## src/rtl/position_report_tx_pkg.sv

```systemverilog
// Shared constants and types for the servo position report frame. The host-side decoder
// uses the same header, frame length and baud constants.
package position_report_tx_pkg;

    localparam logic [7:0] REPORT_HEADER     = 8'hA5;
    localparam int         REPORT_LEN        = 7;
    localparam int         CLKS_PER_BIT_500K = 100;

    typedef enum logic [1:0] {
        TX_IDLE,
        TX_START,
        TX_DATA,
        TX_STOP
    } tx_state_e;

    typedef struct packed {
        logic [7:0] loc_1;
        logic [7:0] loc_2;
        logic [7:0] loc_3;
        logic [7:0] loc_4;
        logic [7:0] action;
        logic [7:0] checksum;
    } report_snap_t;

    function automatic logic [7:0] report_checksum(input logic [7:0] b1, input logic [7:0] b2,
                                                   input logic [7:0] b3, input logic [7:0] b4,
                                                   input logic [7:0] b5);
        return b1 + b2 + b3 + b4 + b5;
    endfunction

    function automatic logic [7:0] report_byte(input logic [2:0] idx, input report_snap_t snap);
        case (idx)
            3'd0:    return REPORT_HEADER;
            3'd1:    return snap.loc_1;
            3'd2:    return snap.loc_2;
            3'd3:    return snap.loc_3;
            3'd4:    return snap.loc_4;
            3'd5:    return snap.action;
            3'd6:    return snap.checksum;
            default: return 8'h00;
        endcase
    endfunction

endpackage

```

## src/rtl/uart_byte_tx.sv

```systemverilog
// 8N1 transmitter for a single byte. A start accepted in the last stop-bit cycle chains the
// next byte with no idle gap; done is high during that last stop-bit cycle.
module uart_byte_tx
    import position_report_tx_pkg::*;
#(
    parameter int CLKS_PER_BIT = CLKS_PER_BIT_500K
) (
    input  logic       clk,
    input  logic       rst_n,
    input  logic       start,
    input  logic [7:0] data,
    output logic       tx,
    output logic       done
);

    localparam int              CW       = $clog2(CLKS_PER_BIT);
    localparam logic [CW-1:0]   CNT_LAST = CW'(CLKS_PER_BIT - 1);
    localparam logic [CW-1:0]   CNT_PRE  = CW'(CLKS_PER_BIT - 2);

    tx_state_e     r_state;
    logic [CW-1:0] r_cnt;
    logic [2:0]    r_bit;
    logic [7:0]    r_shift;
    logic          r_tx;
    logic          r_done;

    // NOTE: all state updates use <= so every branch sees the pre-edge values of r_cnt/r_shift.
    always_ff @(posedge clk) begin
        if (!rst_n) begin
            r_state <= TX_IDLE;
            r_cnt   <= '0;
            r_bit   <= '0;
            r_shift <= '0;
            r_tx    <= 1'b1;
            r_done  <= 1'b0;
        end else begin
            r_done <= 1'b0;
            case (r_state)
                TX_IDLE: begin
                    r_tx <= 1'b1;
                    if (start) begin
                        r_state <= TX_START;
                        r_tx    <= 1'b0;
                        r_shift <= data;
                        r_cnt   <= '0;
                        r_bit   <= '0;
                    end
                end
                TX_START: begin
                    if (r_cnt == CNT_LAST) begin
                        r_cnt   <= '0;
                        r_state <= TX_DATA;
                        r_tx    <= r_shift[0];
                    end else begin
                        r_cnt <= r_cnt + CW'(1);
                    end
                end
                TX_DATA: begin
                    if (r_cnt == CNT_LAST) begin
                        r_cnt <= '0;
                        if (r_bit == 3'd7) begin
                            r_state <= TX_STOP;
                            r_tx    <= 1'b1;
                        end else begin
                            r_bit   <= r_bit + 3'd1;
                            r_shift <= r_shift >> 1;
                            r_tx    <= r_shift[1];
                        end
                    end else begin
                        r_cnt <= r_cnt + CW'(1);
                    end
                end
                TX_STOP: begin
                    // done is raised one cycle early so it is registered yet aligned with the final stop cycle
                    if (r_cnt == CNT_PRE) r_done <= 1'b1;
                    if (r_cnt == CNT_LAST) begin
                        r_cnt <= '0;
                        if (start) begin
                            r_state <= TX_START;
                            r_tx    <= 1'b0;
                            r_shift <= data;
                            r_bit   <= '0;
                        end else begin
                            r_state <= TX_IDLE;
                            r_tx    <= 1'b1;
                        end
                    end else begin
                        r_cnt <= r_cnt + CW'(1);
                    end
                end
                default: r_state <= TX_IDLE;
            endcase
        end
    end

    assign tx   = r_tx;
    assign done = r_done;

endmodule

```

## src/rtl/position_report_tx.sv

```systemverilog
// Sends a 7-byte checksummed snapshot of servo positions and the last action byte to the
// host over UART, on request or from a periodic timer.
module position_report_tx
    import position_report_tx_pkg::*;
#(
    parameter int CLKS_PER_BIT  = CLKS_PER_BIT_500K,
    parameter int REPORT_PERIOD = 5_000_000
) (
    input  logic       clk,
    input  logic       rst_n,
    input  logic [7:0] location_1,
    input  logic [7:0] location_2,
    input  logic [7:0] location_3,
    input  logic [7:0] location_4,
    input  logic [7:0] action,
    input  logic       report_req,
    input  logic       periodic_en,
    output logic       tx,
    output logic       busy,
    output logic       frame_done
);

    localparam int            TW        = $clog2(REPORT_PERIOD);
    localparam logic [TW-1:0] TIMER_MAX = TW'(REPORT_PERIOD - 1);
    localparam logic [2:0]    LAST_IDX  = 3'(REPORT_LEN - 1);

    logic [TW-1:0] r_timer;
    logic          r_busy;
    logic          r_pending;
    logic          r_frame_done;
    logic [2:0]    r_idx;
    report_snap_t  r_snap;

    logic          w_byte_done;
    logic          w_tick;
    logic          w_req;
    logic          w_last_byte;
    logic          w_frame_start;
    logic          w_start;
    logic [2:0]    w_next_idx;
    logic [7:0]    w_data;
    report_snap_t  w_capture;

    assign w_tick        = periodic_en && (r_timer == TIMER_MAX);
    assign w_req         = report_req || w_tick;
    assign w_last_byte   = r_busy && w_byte_done && (r_idx == LAST_IDX);
    // A frame starts from idle, or chains straight on when a request is waiting at frame end
    assign w_frame_start = (!r_busy && w_req) || (w_last_byte && (r_pending || w_req));
    assign w_start       = w_frame_start || (r_busy && w_byte_done && (r_idx != LAST_IDX));
    assign w_next_idx    = w_frame_start ? 3'd0 : r_idx + 3'd1;
    assign w_data        = report_byte(w_next_idx, r_snap);

    assign w_capture = '{
        loc_1:    location_1,
        loc_2:    location_2,
        loc_3:    location_3,
        loc_4:    location_4,
        action:   action,
        checksum: report_checksum(location_1, location_2, location_3, location_4, action)
    };

    always_ff @(posedge clk) begin
        if (!rst_n) begin
            r_timer <= '0;
        end else if (!periodic_en || w_tick) begin
            r_timer <= '0;
        end else begin
            r_timer <= r_timer + TW'(1);
        end
    end

    // NOTE: the snapshot is pure data qualified by busy, so it carries no reset.
    always_ff @(posedge clk) begin
        if (w_frame_start) r_snap <= w_capture;
    end

    always_ff @(posedge clk) begin
        if (!rst_n) begin
            r_busy       <= 1'b0;
            r_pending    <= 1'b0;
            r_frame_done <= 1'b0;
            r_idx        <= '0;
        end else begin
            r_frame_done <= w_last_byte;
            if (w_frame_start) begin
                r_busy <= 1'b1;
                r_idx  <= '0;
            end else if (w_last_byte) begin
                r_busy <= 1'b0;
            end else if (r_busy && w_byte_done) begin
                r_idx <= r_idx + 3'd1;
            end

            if (w_last_byte) begin
                r_pending <= 1'b0;
            end else if (r_busy && w_req) begin
                r_pending <= 1'b1;
            end
        end
    end

    uart_byte_tx #(
        .CLKS_PER_BIT(CLKS_PER_BIT)
    ) u_uart_byte_tx (
        .clk   (clk),
        .rst_n (rst_n),
        .start (w_start),
        .data  (w_data),
        .tx    (tx),
        .done  (w_byte_done)
    );

    assign busy       = r_busy;
    assign frame_done = r_frame_done;

endmodule
```

## config.mk

```make
export PLATFORM = sky130hd
export DESIGN_NAME = position_report_tx
export DESIGN_NICKNAME = d
export VERILOG_FILES = /design/src/rtl/position_report_tx_pkg.sv /design/src/rtl/uart_byte_tx.sv /design/src/rtl/position_report_tx.sv
export SDC_FILE = /design/constraint.sdc
export NUM_CORES = 1
export LEC_CHECK = 0
export ABC_CLOCK_PERIOD_IN_PS = 7100
export CAP_MARGIN = 20
export CORE_ASPECT_RATIO = 0.5
export CORE_MARGIN = 2
export CORE_UTILIZATION = 40
export DETAILED_ROUTE_END_ITERATION = 6
export PLACE_DENSITY = 0.68
export RECOVER_POWER = 25
export SYNTH_ARGS = -nofsm -noshare
export SYNTH_HDL_FRONTEND = slang
export SYNTH_SLANG_ARGS = --single-unit
```

## constraint.sdc

```tcl
create_clock -name clk -period 7.1 [get_ports clk]
set_input_delay 0.71 -clock clk [delete_from_list [all_inputs] [get_ports clk]]
set_output_delay 0.71 -clock clk [all_outputs]
set_load 0.005 [all_outputs]
```

Word level (Yosys, flattened, before mapping)
Index checks and enable logic that the tools add are counted.

Add/subtract/negate cells: 8. $mul: 0. Div/mod/pow operators: 0. Magnitude comparators: 0. Equal/unequal tests: 21. Shift operators: 0. Multiplexer cells: 31. Bitwise logic cells: 2. Reductions and logical operators: 27.

Operator list (number): $pmux W8 S7 (1); $add A8 B8 Y8 (4); $mux W8 (4); $pmux W8 S3 (1); $add A23 B1 Y23 const B (1); $eq A23 B23 Y1 const B (1); $eq A3 B3 Y1 const B (5); $mux W3 (5); $eq A7 B7 Y1 const B (2); $mux W7 (2); $pmux W7 S2 (1); $mux W2 (5); $ne A2 B1 Y1 const B (5); $mux W1 (9); $pmux W3 S3 (1); $pmux W2 S4 (1); $add A7 B1 Y7 const B (1); $logic_and A1 B1 Y1 (7); $add A3 B1 Y3 const B (2); $eq A3 B2 Y1 const B (2); $reduce_or A2 Y1 (3); $logic_or A1 B1 Y1 (5); $reduce_and A5 Y1 (1); $eq A2 B2 Y1 const B (2); other kinds (15) (18).

Bits in registers: 99. Latch bits: 0. RAM bits: 0. Bits in read-only memories: 0. Logic and storage cells: 106. Memories kept: 0.

Depth between registers and ports, before layout
Gate-level depths: netlist of the first run.

Depth after elaboration: 12. Gate-level depth with buffers: 14. Depth with buffers taken out: 14.

Hierarchy
Synthesis of the first run repeated with hierarchy kept, for this count alone.

Cells, all modules: 503. Area total of the unflattened synthesis: 5346.4 um^2.

By module, submodules not included: position_report_tx (times used 1, cells an instance 365, area an instance 4063.9 um^2, seq. area each 2021.9 um^2); uart_byte_tx (times used 1, cells an instance 138, area an instance 1282.5 um^2, seq. area each 440.4 um^2).

Worst setup path before layout of the first run
Ideal clock, no wire load.

Path type: input-to-reg. Start: input location_1[1]. End: register r_snap[7] (netlist name) (data pin). Arrival time: 3502 ps. Required time: 6840 ps. Slack: 3338 ps. Cell stages on the path: 14. Path buffers: 0. Cells stage by stage: inv_1 fa_1 fa_1 fa_1 inv_1 ha_1 inv_1 fa_1 nor2b_1 o21ai_0 a21boi_0 o21a_1 nor2_1 xnor2_1.

RTL lines: start: declaration (line position_report_tx.sv:11) `input logic [7:0] location_1,`; end signal: assignment (line position_report_tx.sv:74) `if (w_frame_start) r_snap <= w_capture;`; end: declaration (line position_report_tx.sv:32) `report_snap_t r_snap;`.

==> impl_metrics.yaml, run 1 <==
outcome:
  status: "completed"
yosys:
  yosys_warnings: 0
  synth_seq_area_share: 0.471
  synth_area_leaders: "edfxtp_1, dfxtp_1, fa_1"
  synth_nets: 579
  synth_edf_count: 48
  synthArstFlopShare: 0
  synth_top_area_frac: 0.276
  syn_area_sq_um: 5220
  avgSynthCellArea_sq_um: 10.6
  synth_seq_cells: 99
  post-synth-top-area-cell: "edfxtp_1"
  synthCells: 495
  post_synth_num_cell_types: 64
  synth_flop_cell: "dfxtp_1"
critical_path:
  criticalPathCategory: "in -> reg"
  reg2reg_from: "r_idx[0]"
  path_buf_inv: 4
  cp-start-kind: "input port"
  cp-end-kind: "flip-flop"
  max_stage_delay_ns: 0.56
  critPathTopFamily: "adder cells"
  crit_fanout: 2
  cp-startpoint: "location_1[1]"
  required_ns: 7.20
  worstPathArrival_ns: 4.29
  cp_slowest_cell: "fa_1"
  crit_path_frequent_cell: "fa_1"
  path_cells: "dlygate4sd3_1 > inv_1 > fa_1 > fa_1 > fa_1 > inv_1 > ha_1 > inv_1 > fa_1 > nor2b_1 > o21ai_0 > a21boi_0 > o21a_1 > nor2_1 > xnor2_1"
power_and_ir_drop:
  power.switching_uw: 460
  leakage_nw: 2.36
  pwr-share-clk: 0.307
  comb_power_share: 0.247
  swShare: 0.300
  p_int_mw: 1.08
  power_density_nw_per_um2: 251
  p_seq_frac: 0.445
  ir_worst_vdd_v: 0.000117
  total_power_mw: 1.54
die:
  rows: 29
  dieArea_sq_um: 14000
  start_util: 0.411
  io_pins: 47
  fp.dieW_um: 166
  die_h_um: 84.8
  fp.coreArea_sq_um: 12700
detailed_routing:
  vias: 3699
  wire_per_inst_um: 14.5
  drt-pass1-iter-count: 5
  drcViolationCount: 0
  postRouteAntennaNets: 0
  routed_via_density: 5.19
  routed_wl_um: 10400
  dr.first_iter.drc_count: 188
sta:
  postLayoutSetupSlackWorst_ns: 2.91
  rsz0062_at_grt: "false"
  hold_viol: 0
  setup_viol: 0
  clock_skew_ns: 0.0107
  slew_headroom: 0.279
  post-route-period-util: 0.590
  tightest_slew_ns: 1.08
  drv_slew: 0
  min_period_ns: 4.19
  tns_ns: 0
  fmax_mhz: 239
min_path:
  min_from: "r_timer[0]"
  min_path_type: "reg -> reg"
clock_network:
  clkSlewWorstSetupHoldPaths_ns: 0.08
  cts_setup_buffers: 0
  clock_latency_ns: 0.35
  clockBufferDepth: 2
  clock-sinks: 99
  ctsResizeCount: 0
  ctsHoldBuffers: 0
  cts_made_buffers: 9
  htree_levels: 3
  cts_tree: "done"
  root_buffer: "clkbuf_16"
cells_and_area:
  drive_above_1_share: 0.0737
  fin_cells: 713
  finish.net_count: 622
  layout_common_cells: "nor2_1, dfxtp_1, edfxtp_1"
  diodes: 0
  nFillCells: 1127
  area_growth_pct: 17.3
  final_area_sq_um: 6130
place:
  place_ws_ns: 2.63
  place_area_sq_um: 5840
  placement.io_buffers: 46
  gp_congestion: 0.798
  place_inst: 697
  hpwl_um: 7300
global_routing:
  grt_pass1_vias: 3702
  grt_max_degree: 51
  grt_pass1_wl_um: 17300
  overflow: 0
  antenna_found_initial: 0
  grt_usage: 0.158
run:
  max_cap_viol_count: 0
## Yosys cell counts, drive strengths merged, types with 5 or more instances
cell	n
inv	38
dfxtp	51
a22oi	5
edfxtp	48
and3	10
mux2i	9
o21ai	16
buf	8
a31oi	9
a21oi	24
clkbuf	10
nand2	37
fa	20
ha	20
nor2	52
nor3	10
or3	6
nand4	7
xnor2	15
xor2	20
nand3	21
## stage by stage
| step | hold slack, ns | util |
|---|---|---|
| final | 0.444 | 0.482 |
| after global routing | 0.483 | 0.482 |
| after CTS | 0.451 | 0.482 |
| after detailed placement | 0.434 | 0.460 |
| after global placement | 0.425 | 0.460 |
| after floorplan | 0.413 | - |
## power groups by stage
stage | logic (mW) | clock network (mW) | registers, mW
CTS | 0.386 | 0.488 | 0.684
finish | 0.380 | 0.473 | 0.684
global route | 0.431 | 0.505 | 0.689
detailed placement | 0.380 | 0 | 0.697
global placement | 0.368 | 0 | 0.695
floorplan | 0.281 | 0 | 0.690
## flip-flops by register name (all words and copies together), names as in the netlist
register                flops
r_snap                     48
busy                        1
u_uart_byte_tx.r_bit        3
r_pending                   1
u_uart_byte_tx.r_cnt        7
u_uart_byte_tx.tx           1
u_uart_byte_tx.r_shift      8
r_idx                       3
u_uart_byte_tx.r_state      2
r_timer                    23
frame_done                  1
u_uart_byte_tx.done         1
## cells by family after synthesis
family                   share of synthesized area
AND/OR/NAND/NOR                              0.177
flip-flops                                   0.471
AO/OA/AOI/OAI                                0.103
buffers and inverters                       0.0465
adder cells (fa/ha/maj)                      0.125
XOR/XNOR                                    0.0587
multiplexers                                0.0194
## layout make-up
| class | count | area [sq um] | area share |
|---|---|---|---|
| repair buffers | 51 | 498 | 0.0813 |
| clock inverters | 7 | 61.3 | 0.0100 |
| inverters | 38 | 143 | 0.0233 |
| flip-flops and latches | 99 | 2460 | 0.402 |
| multi-input cells | 339 | 2520 | 0.412 |
| well taps | 170 | 213 | 0.0347 |
| clock buffers | 9 | 225 | 0.0368 |
## worst paths after layout
kind,endpoint,depth (start not counted),slack [ns]
worst min register to register,r_timer[0],1,0.44
worst max-delay path,r_snap[7],15,2.91
worst min-delay path,r_timer[0],1,0.44
worst max register to register,u_uart_byte_tx.r_shift[2],8,4.29
## layer usage
metal / wire length, um / part of all wire / global-route usage
met1: 5040 / 0.49 / 0.213
met2: 4860 / 0.47 / 0.256
met3: 351 / 0.034 / 0.0336
met4: 114 / 0.011 / 0.0486
met5: 0 / 0 / 0
Note: power is estimated with default switching activity, not from simulation.
==> run 2, diff against run 1 <==
--- a/config.mk
+++ b/config.mk
@@ -5,13 +5,13 @@
 export SDC_FILE = /design/constraint.sdc
 export NUM_CORES = 1
 export LEC_CHECK = 0
-export ABC_CLOCK_PERIOD_IN_PS = 7100
+export ABC_CLOCK_PERIOD_IN_PS = 3500
 export CAP_MARGIN = 20
 export CORE_ASPECT_RATIO = 0.5
 export CORE_MARGIN = 2
 export CORE_UTILIZATION = 40
 export DETAILED_ROUTE_END_ITERATION = 6
-export PLACE_DENSITY = 0.68
+export PLACE_DENSITY = 0.7
 export RECOVER_POWER = 25
 export SYNTH_ARGS = -nofsm -noshare
 export SYNTH_HDL_FRONTEND = slang
==> constraint.sdc (replaced) <==
create_clock -name clk -period 3.5 [get_ports clk]
set_input_delay 0.35 -clock clk [delete_from_list [all_inputs] [get_ports clk]]
set_output_delay 0.35 -clock clk [all_outputs]
set_load 0.005 [all_outputs]
==> run 2 against run 1 <==
Effect of this change:
- clock power grew 110%
- largest cell class unchanged
- total power grew 110%
- setup slack lost 2.8 ns
- critical path depth shrank 2
- final cell count grew 1.3%
- worst hold slack lost 0.12 ns
- first-iteration DRC count grew 5.9%
- sequential cell count is the same
- core utilization grew 0.80 points
- die area is the same
- sequential share of layout area shrank 0.65 points
- register-to-register slack lost 3.4 ns
==> impl_metrics.yaml, run 2 (same netlist as run 1, synthesis figures left out) <==
cells_and_area:
  nFillCells: 1135
  finish.net_count: 631
  layout_common_cells: "nor2_1, dfxtp_1, edfxtp_1"
  area_growth_pct: 19.3
  largest_register_ffs: 48
  largestRegisters: "r_snap: 48 flops, r_timer: 23 flops, u_uart_byte_tx.r_shift: 8 flops"
  diodes: 0
  utilization: 0.490
  regMostFlops: "r_snap"
  final_area_sq_um: 6230
  drive_above_1_share: 0.0978
power_and_ir_drop:
  total_power_mw: 3.20
  p_seq_frac: 0.433
  p_int_mw: 2.31
  power.switching_uw: 897
  leakage_nw: 2.42
  pwr-share-clk: 0.309
  power_density_nw_per_um2: 514
  comb_power_share: 0.257
  ir_worst_vdd_v: 0.000275
  swShare: 0.280
global_routing:
  grt_max_degree: 29
  overflow: 0
  grt_pass1_vias: 3609
  grt_usage: 0.154
  grt_pass1_wl_um: 16900
  antenna_found_initial: 0
sta:
  postLayoutSetupSlackWorst_ns: 0.118
  setup_viol: 0
  fmax_mhz: 296
  post-route-period-util: 0.966
  clock_skew_ns: 0.00707
  tightest_slew_ns: 0.993
  slew_headroom: 0.338
  min_period_ns: 3.38
  rsz0062_at_grt: "false"
  hold_viol: 0
  tns_ns: 0
  drv_slew: 0
detailed_routing:
  routed_via_density: 5.20
  drcViolationCount: 0
  vias: 3754
  dr.first_iter.drc_count: 199
  routed_wl_um: 10200
  drt-pass1-iter-count: 4
  wire_per_inst_um: 14.1
  postRouteAntennaNets: 0
clock_network:
  ctsHoldBuffers: 0
  clock_latency_ns: 0.34
  clockBufferDepth: 2
  root_buffer: "clkbuf_16"
  cts_tree: "done"
  clock-sinks: 99
  clkSlewWorstSetupHoldPaths_ns: 0.07
  htree_levels: 3
  cts_made_buffers: 9
die:
  die_h_um: 84.8
  io_pins: 47
  dieArea_sq_um: 14000
  start_util: 0.411
  rows: 29
  fp.coreArea_sq_um: 12700
  fp.dieW_um: 166
critical_path:
  crit_fanout: 2
  cp_slowest_cell: "fa_1"
  rr_endpoint: "u_uart_byte_tx.r_shift[4]"
  cp-start-kind: "input port"
  path_cells: "clkdlybuf4s50_1 > fa_1 > inv_1 > fa_1 > fa_1 > inv_1 > ha_1 > nor2b_2 > o21ai_2 > a21boi_2 > o21a_1 > nor2_1 > xnor2_1"
  rrSetupSlack_ns: 0.92
  cp-end-kind: "flip-flop"
  max_stage_delay_ns: 0.52
  r2r_cells: 8
  criticalPathCategory: "in -> reg"
  worstPathArrival_ns: 3.48
  reg2reg_from: "r_idx[0]"
  required_ns: 3.59
  crit_path_frequent_cell: "fa_1"
min_path:
  holdPathStages: 1
  min_path_type: "in -> reg"
  holdPathEnd: "r_snap[26]"
  min_from: "location_3[2]"
outcome:
  status: "completed"
place:
  gp_congestion: 0.827
  placement.io_buffers: 46
  hpwl_um: 7290
  place_ws_ns: -0.669
  place_area_sq_um: 5910
run:
  max_cap_viol_count: 0
[run 2: worst max path at each step]
stage                 to           from  slack (ns)  cells after the start
2_1_floorplan  r_snap[7]  location_1[1]         0.1                     14
3_3_place_gp   r_snap[7]  location_1[1]       -0.53                     15
3_5_place_dp   r_snap[7]  location_1[1]       -0.67                     15
4_1_cts        r_snap[7]  location_1[0]       0.003                     15
5_1_grt        r_snap[7]  location_3[0]        0.01                     15
6_report       r_snap[7]  location_2[3]        0.12                     13
[run 2: area by class of cell]
type                            instances  area (sq um)  share of cell area
Tap cell                              170           213              0.0342
Sequential cell                        99          2460               0.395
Timing Repair Buffer                   60           571              0.0916
Clock buffer                           12           246              0.0396
Inverter                               38           143              0.0229
Multi-Input combinational cell        339          2540               0.408
Clock inverter                          4          50.0             0.00804
[run 2: per-stage QoR]
stage | hold slack (ns) | cells
2_1_floorplan | 0.413 | 495
3_3_place_gp | 0.426 | 704
3_5_place_dp | 0.438 | 704
4_1_cts | 0.316 | 721
5_1_grt | 0.318 | 722
6_report | 0.325 | 722
[run 2: timing repair]
| action | CTS | global route |
|---|---|---|
| resized for setup | 12 | 7 |
| setup endpoints to repair | 3 | 1 |
| buffers inserted | 1 | 1 |
| hold endpoints to repair | 0 | 0 |
| cloned | 0 | 0 |
| pin swaps | 8 | 2 |
[run 2: critical path, delay by kind of cell]
family | cells | cell delay, ns
buf+inv | 3 | 0.54
xor+xnor | 1 | 0.07
compound gates | 3 | 0.43
fa+ha+maj | 4 | 1.81
simple gates | 2 | 0.27
[run 2: routing by layer]
metal / share of wire / track usage
met1: 0.45 / 0.197
met2: 0.48 / 0.253
met3: 0.052 / 0.0410
met4: 0.014 / 0.0517
met5: 0 / 0
[run 2: power by group through the flow]
stage	sequential (mW)	clock (mW)	combinational (mW)
floorplan	1.40	0	0.571
global placement	1.41	0	0.771
detailed placement	1.41	0	0.797
CTS	1.39	1.02	0.818
global route	1.40	1.06	0.942
finish	1.39	0.991	0.824
